--- src/rtl/rf_write_arbiter_if.sv ---
// Writeback request / register-file write-port bundle for rf_write_arbiter.
// master = writeback side driving requests, slave = the arbiter.
interface rf_write_arbiter_if #(
    parameter int ADDRESS_WIDTH = 5,
    parameter int DATA_WIDTH    = 32
);
    logic                          a_valid;
    logic                          a_ready;
    logic [ADDRESS_WIDTH-1:0]      a_addr;
    logic [DATA_WIDTH-1:0]         a_data;
    logic                          b_valid;
    logic                          b_ready;
    logic [ADDRESS_WIDTH-1:0]      b_addr;
    logic [DATA_WIDTH-1:0]         b_data;
    logic                          we3;
    logic [ADDRESS_WIDTH-1:0]      ad3;
    logic [DATA_WIDTH-1:0]         wd3;
    logic [(2**ADDRESS_WIDTH)-1:0] pend_mask;

    modport master (
        output a_valid, a_addr, a_data, b_valid, b_addr, b_data,
        input  a_ready, b_ready, we3, ad3, wd3, pend_mask
    );

    modport slave (
        input  a_valid, a_addr, a_data, b_valid, b_addr, b_data,
        output a_ready, b_ready, we3, ad3, wd3, pend_mask
    );
endinterface

--- src/rtl/rf_write_arbiter.sv ---
// Two-port writeback arbiter for the register file's single write port, one-entry buffer per port.
// Optional stall counter (stall_cnt / stats_clr) enabled by defining RF_ARB_STATS_EN.
module rf_write_arbiter #(
    parameter int ADDRESS_WIDTH = 5,
    parameter int DATA_WIDTH    = 32
) (
    input  logic                  clk,
    input  logic                  rst_n,
    rf_write_arbiter_if.slave     bus
`ifdef RF_ARB_STATS_EN
    ,
    input  logic                  stats_clr,
    output logic [15:0]           stall_cnt
`endif
);
    localparam int NUM_REGS = 2 ** ADDRESS_WIDTH;

    function automatic logic [NUM_REGS-1:0] decode_addr(input logic [ADDRESS_WIDTH-1:0] addr);
        logic [NUM_REGS-1:0] onehot;
        onehot       = {NUM_REGS{1'b0}};
        onehot[addr] = 1'b1;
        return onehot;
    endfunction

    logic                     a_full_r;
    logic [ADDRESS_WIDTH-1:0] a_addr_r;
    logic [DATA_WIDTH-1:0]    a_data_r;
    logic                     b_full_r;
    logic [ADDRESS_WIDTH-1:0] b_addr_r;
    logic [DATA_WIDTH-1:0]    b_data_r;
    logic                     age_b_r;   // 1: B's entry was loaded first
    logic                     rr_b_r;    // 1: B wins the next contested, different-address cycle

    logic contested_s;
    logic same_addr_s;
    logic grant_a_s;
    logic grant_b_s;
    logic a_ready_s;
    logic b_ready_s;
    logic a_load_s;
    logic b_load_s;

    // Grant selection from current buffer state only
    always_comb begin
        grant_a_s   = 1'b0;
        grant_b_s   = 1'b0;
        contested_s = a_full_r && b_full_r;
        same_addr_s = (a_addr_r == b_addr_r);
        if (contested_s) begin
            if (same_addr_s) begin
                grant_b_s = age_b_r;
            end else begin
                grant_b_s = rr_b_r;
            end
            grant_a_s = !grant_b_s;
        end else begin
            grant_a_s = a_full_r;
            grant_b_s = b_full_r;
        end
    end

    // Handshake: a slot is free if empty or draining this cycle; register 0 is swallowed
    always_comb begin
        a_ready_s = !a_full_r || grant_a_s;
        b_ready_s = !b_full_r || grant_b_s;
        a_load_s  = bus.a_valid && a_ready_s && (bus.a_addr != {ADDRESS_WIDTH{1'b0}});
        b_load_s  = bus.b_valid && b_ready_s && (bus.b_addr != {ADDRESS_WIDTH{1'b0}});
    end

    // Register-file write port and pending-write mask
    always_comb begin
        bus.we3 = grant_a_s || grant_b_s;
        if (grant_a_s) begin
            bus.ad3 = a_addr_r;
            bus.wd3 = a_data_r;
        end else if (grant_b_s) begin
            bus.ad3 = b_addr_r;
            bus.wd3 = b_data_r;
        end else begin
            bus.ad3 = {ADDRESS_WIDTH{1'b0}};
            bus.wd3 = {DATA_WIDTH{1'b0}};
        end
        bus.pend_mask = (a_full_r ? decode_addr(a_addr_r) : {NUM_REGS{1'b0}})
                      | (b_full_r ? decode_addr(b_addr_r) : {NUM_REGS{1'b0}});
    end

    assign bus.a_ready = a_ready_s;
    assign bus.b_ready = b_ready_s;

    // Buffer, round-robin pointer and age flag update
    always_ff @(posedge clk or negedge rst_n) begin
        if (!rst_n) begin
            a_full_r <= 1'b0;
            a_addr_r <= {ADDRESS_WIDTH{1'b0}};
            a_data_r <= {DATA_WIDTH{1'b0}};
            b_full_r <= 1'b0;
            b_addr_r <= {ADDRESS_WIDTH{1'b0}};
            b_data_r <= {DATA_WIDTH{1'b0}};
            age_b_r  <= 1'b0;
            rr_b_r   <= 1'b0;
        end else begin
            if (a_load_s) begin
                a_full_r <= 1'b1;
                a_addr_r <= bus.a_addr;
                a_data_r <= bus.a_data;
            end else if (grant_a_s) begin
                a_full_r <= 1'b0;
            end else begin
                a_full_r <= a_full_r;
            end

            if (b_load_s) begin
                b_full_r <= 1'b1;
                b_addr_r <= bus.b_addr;
                b_data_r <= bus.b_data;
            end else if (grant_b_s) begin
                b_full_r <= 1'b0;
            end else begin
                b_full_r <= b_full_r;
            end

            // Same-address ties are resolved by age, so they leave the pointer alone
            if (contested_s && !same_addr_s) begin
                rr_b_r <= grant_a_s;
            end else begin
                rr_b_r <= rr_b_r;
            end

            // A lone load is younger than whatever the other buffer still holds
            if (a_load_s && b_load_s) begin
                age_b_r <= 1'b0;
            end else if (a_load_s) begin
                age_b_r <= 1'b1;
            end else if (b_load_s) begin
                age_b_r <= 1'b0;
            end else begin
                age_b_r <= age_b_r;
            end
        end
    end

`ifdef RF_ARB_STATS_EN
    logic [15:0] stall_cnt_r;

    // Saturating count of cycles with both buffers occupied
    always_ff @(posedge clk or negedge rst_n) begin
        if (!rst_n) begin
            stall_cnt_r <= 16'h0000;
        end else if (stats_clr) begin
            stall_cnt_r <= 16'h0000;
        end else if (contested_s && (stall_cnt_r != 16'hFFFF)) begin
            stall_cnt_r <= stall_cnt_r + 16'h0001;
        end else begin
            stall_cnt_r <= stall_cnt_r;
        end
    end

    assign stall_cnt = stall_cnt_r;
`endif
endmodule

--- src/flat_wrapper.sv ---
// flat-port wrapper written by rule: the top's interface ports become plain ports
module rf_write_arbiter_flat 
#(
    parameter int ADDRESS_WIDTH = 5,
    parameter int DATA_WIDTH    = 32
)
  (clk, rst_n, bus_a_valid, bus_a_addr, bus_a_data, bus_b_valid, bus_b_addr, bus_b_data, bus_a_ready, bus_b_ready, bus_we3, bus_ad3, bus_wd3, bus_pend_mask);
  rf_write_arbiter_if #(.ADDRESS_WIDTH(ADDRESS_WIDTH), .DATA_WIDTH(DATA_WIDTH)) bus_i ();
  input  logic clk;
  input  logic rst_n;
  input wire logic [$bits(bus_i.a_valid)-1:0] bus_a_valid;
  input wire logic [$bits(bus_i.a_addr)-1:0] bus_a_addr;
  input wire logic [$bits(bus_i.a_data)-1:0] bus_a_data;
  input wire logic [$bits(bus_i.b_valid)-1:0] bus_b_valid;
  input wire logic [$bits(bus_i.b_addr)-1:0] bus_b_addr;
  input wire logic [$bits(bus_i.b_data)-1:0] bus_b_data;
  output wire logic [$bits(bus_i.a_ready)-1:0] bus_a_ready;
  output wire logic [$bits(bus_i.b_ready)-1:0] bus_b_ready;
  output wire logic [$bits(bus_i.we3)-1:0] bus_we3;
  output wire logic [$bits(bus_i.ad3)-1:0] bus_ad3;
  output wire logic [$bits(bus_i.wd3)-1:0] bus_wd3;
  output wire logic [$bits(bus_i.pend_mask)-1:0] bus_pend_mask;
  assign bus_i.a_valid = bus_a_valid;
  assign bus_i.a_addr = bus_a_addr;
  assign bus_i.a_data = bus_a_data;
  assign bus_i.b_valid = bus_b_valid;
  assign bus_i.b_addr = bus_b_addr;
  assign bus_i.b_data = bus_b_data;
  assign bus_a_ready = bus_i.a_ready;
  assign bus_b_ready = bus_i.b_ready;
  assign bus_we3 = bus_i.we3;
  assign bus_ad3 = bus_i.ad3;
  assign bus_wd3 = bus_i.wd3;
  assign bus_pend_mask = bus_i.pend_mask;
  rf_write_arbiter #(.ADDRESS_WIDTH(ADDRESS_WIDTH), .DATA_WIDTH(DATA_WIDTH)) u_core (.clk(clk), .rst_n(rst_n), .bus(bus_i));
endmodule
--- config.mk ---
export PLATFORM = sky130hd
export DESIGN_NAME = rf_write_arbiter_flat
export DESIGN_NICKNAME = d
export VERILOG_FILES = /design/src/rtl/rf_write_arbiter_if.sv /design/src/rtl/rf_write_arbiter.sv /design/src/flat_wrapper.sv
export SDC_FILE = /design/constraint.sdc
export NUM_CORES = 1
export LEC_CHECK = 0
export ABC_AREA = 1
export CORE_UTILIZATION = 46
export CTS_BUF_LIST = sky130_fd_sc_hd__clkbuf_4 sky130_fd_sc_hd__clkbuf_8
export DETAILED_ROUTE_END_ITERATION = 16
export PLACE_DENSITY = 0.82
export SKIP_CTS_REPAIR_TIMING = 1
export SYNTH_ARGS = -nofsm -noshare
export SYNTH_HDL_FRONTEND = slang
export SYNTH_SLANG_ARGS = --single-unit
--- constraint.sdc ---
create_clock -name clk -period 2.57 [get_ports clk]
set_input_delay 0.6425 -clock clk [delete_from_list [all_inputs] [get_ports clk]]
set_output_delay 0.6425 -clock clk [all_outputs]
set_load 0.01 [all_outputs]
==> run_results.csv <==
group,metric,value,unit
outcome,status,"finished with violations",
outcome,violations,"negative setup slack",
power_and_ir_drop,p_total,6.81,mW
worst_setup_path,crit_slowest_cell,"dfrtp_1",
detailed_routing,dr.first_iter.drc_count,205,
clock_tree,clkLatencyLatePin,0.34,ns
layout,diodes,0,
timing,timing.hold.ws,0.276,ns
clock_tree,clock-sinks,78,
logic_synthesis,yosysUniqueCellTypes,24,
worst_setup_path,slowest_delay,0.45,ns
place,port_buffers,149,
worst_setup_path,r2r-end,"u_core.b_addr_r[3]$_DFFE_PN0P_",
clock_tree,clockBufferDepth,2,
timing,hold_viol_final,0,
floorplanning,die-area,0.00934,mm^2
timing,maxSlewViolCount,0,
timing,finClkSkew,0.0121,ns
detailed_routing,drtAntennaViolNets,0,
logic_synthesis,netlist_instances,546,
worst_setup_path,path_class,"flip-flop to output port",
layout,area_delta_synth_final,57.2,%
layout,drive_above_1_share,25.4,%
clock_tree,htree_levels,3,
global_routing,grt_max_degree,42,
floorplanning,core_area,0.00868,mm^2
logic_synthesis,synth_xor_area_share,0.425,%
logic_synthesis,synthSimpleGateAreaFrac,24.2,%
floorplanning,die_w,96.7,um
global_routing,grt_usage,24.5,%
clock_tree,cts_buffers,9,
timing,rsz0062_at_grt,"true",
place,place.detailed.hpwl,8410,um
timing,fmax,354,MHz
layout,final_common_cell,"nand2_1",
logic_synthesis,ys_ff_latch,78,
floorplanning,rows,34,
logic_synthesis,synth_fp_nets,624,
power_and_ir_drop,peakVddDrop,532,uV
layout,finalNetCount,801,
power_and_ir_drop,p_leak,3.52,nW
hold_path,min_path_type,"input port to async pin",
job,maxCapViolations,0,
worst_setup_path,regToRegStartpoint,"u_core.b_addr_r[1]$_DFFE_PN0P_",
global_routing,grt_pass1_vias,4124,
floorplanning,io_pins,150,
clock_tree,cts_tree,"yes",
detailed_routing,routed_via_density,5.23,
floorplanning,start_util,47.5,%
detailed_routing,drt_pre_antenna_iters,5,
worst_setup_path,ff2ff_path_depth,11,
worst_setup_path,path_buf_inv,5,
logic_synthesis,synth-adder-area-share,0,%
power_and_ir_drop,power.density,1050,mW/mm^2
worst_setup_path,critPathTopFamily,"simple AND/OR/NAND/NOR gates",
timing,slew_headroom,64.1,%
worst_setup_path,path_cells,"inv_2, nand2_2, nand2_2, nor2_4, nand3_2, nand2_2, nand3_4, o21ai_4, buf_6, buf_6, clkbuf_16, nand2_4, nand2_4, buf_6",
timing,tns,-6.75,ns
worst_setup_path,cp.required,1.93,ns
timing,finalSetupViolations,51,
worst_setup_path,crit_arrival,2.19,ns
global_routing,overflow,0,
worst_setup_path,cp_max_fo,5,
timing,finalWorstSetupSlack,-0.258,ns
logic_synthesis,synth_mux_area_share,0,%
worst_setup_path,r2r_setup_slack,0.57,ns
layout,final_cell_mix,"nand2_1 (148), clkdlybuf4s50_1 (94), inv_1 (83)",
logic_synthesis,synth_top_family_by_area,"simple AND/OR/NAND/NOR gates",
detailed_routing,vias,4373,
place,gp_congestion,0.977,
timing,fin_crit_sh,110,%
timing,worst_slew_pin_slew,0.538,ns
logic_synthesis,synth-compound-area-share,14.6,%
floorplanning,die_h,96.7,um
logic_synthesis,synth-warning-count,0,
global_routing,grt_pass1_wl,18700,um
logic_synthesis,syn_area,0.00412,mm^2
timing,period_needed,2.83,ns
detailed_routing,wl,12400,um
detailed_routing,drc,0,
worst_setup_path,crit_path_start_kind,"flip-flop",
worst_setup_path,end_kind,"output port",
global_routing,antenna_found_initial,0,
logic_synthesis,syn_area_per_cell,7.55,um^2
logic_synthesis,yosysSeqAreaShare,47.4,%
clock_tree,clkTransAtPathRegs,0.08,ns
clock_tree,clockRootBuffer,"clkbuf_8",
detailed_routing,wl_per_cell,14.8,um
cell families after synthesis:
group,after synthesis
compound gates,110
buf+inv,118
xor+xnor,2
flops,78
simple gates,238
layout make-up:
type / instances / area (um^2)
timing repair buffer: 192 / 1940
sequential: 78 / 1950
multi-input combinational: 350 / 1920
clock buffer: 11 / 139
clock inverter: 5 / 35.0
tap: 108 / 135
inverter: 92 / 348
fill: 643 / 2200
power by group:
group	leakage [nW]	switching (mW)	internal, mW	total, mW
Combinational	2.48	2.13	1.88	4.01
Clock	0.0905	0.454	0.375	0.829
Sequential	0.951	0.335	1.63	1.97
Total	3.52	2.91	3.89	6.81
cell usage after synthesis:
library cell  number  area share, %
xor2_1             1           0.21
buf_4              6            1.1
o21ai_4            1           0.39
buf_6             10            2.7
xnor2_1            1           0.21
nand3_1           26            3.2
nand4_1            1           0.15
nand3_4            1           0.43
nand2_2            3           0.46
inv_1             88            8.0
dfrtp_1           78             47
nand4_2            1           0.30
o21ai_1           49            6.0
clkbuf_2           1           0.12
clkbuf_1           1          0.091
o21ai_0           28            3.4
nand2_1          196             18
o22ai_1           32            4.9
nand3_2            4           0.97
nor2_2             1           0.15
buf_2              8           0.97
nor3_1             4           0.49
nor2_4             1           0.27
inv_2              4           0.36
stage by stage:
| step | instance area, um^2 | std cells | setup slack (ns) | util, % |
|---|---|---|---|---|
| floorplan | 4120 | 546 | 0.345 | - |
| global placement | 5890 | 810 | -0.0700 | 67.8 |
| detailed placement | 5890 | 810 | -0.152 | 67.8 |
| CTS | 6060 | 826 | -0.538 | 69.8 |
| global route | 6480 | 836 | -0.388 | 74.6 |
| finish | 6480 | 836 | -0.258 | 74.6 |
state kept, by name, summed over array words and instances (netlist names):
register         count
u_core.a_addr_r      5
u_core.a_data_r     32
u_core.a_full_r      1
u_core.age_b_r       1
u_core.b_addr_r      5
u_core.b_data_r     32
u_core.b_full_r      1
u_core.rr_b_r        1
worst max-delay path by stage:
stage	startpoint	slack, ns	cells past startpoint	to
finish	u_core.b_addr_r[1]$_DFFE_PN0P_	-0.26	14	bus_wd3[4]
global route	u_core.b_addr_r[1]$_DFFE_PN0P_	-0.39	14	bus_wd3[4]
CTS	u_core.b_addr_r[1]$_DFFE_PN0P_	-0.54	12	bus_wd3[31]
detailed placement	u_core.b_addr_r[1]$_DFFE_PN0P_	-0.15	12	bus_wd3[31]
global placement	u_core.b_addr_r[0]$_DFFE_PN0P_	-0.07	12	bus_wd3[31]
floorplan	u_core.a_addr_r[4]$_DFFE_PN0P_	0.34	9	bus_wd3[10]
worst register-to-register path: cells and delay by family (launching register included):
kind | cells | cell delay, ns
simple gates | 7 | 0.62
flops | 1 | 0.45
compound gates | 1 | 0.18
buf+inv | 3 | 0.59
layer usage:
| layer | wire length, um | up-vias | part of all wire, % | GRT usage (%) |
|---|---|---|---|---|
| li1 | - | 2078 | - | - |
| met1 | 5110 | 2062 | 41 | 31.7 |
| met2 | 6120 | 204 | 49 | 41.8 |
| met3 | 843 | 29 | 6.8 | 4.62 |
| met4 | 316 | 0 | 2.6 | 7.58 |
| met5 | 0 | - | 0 | 0 |
No activity file was read; power rests on OpenSTA's default activity.
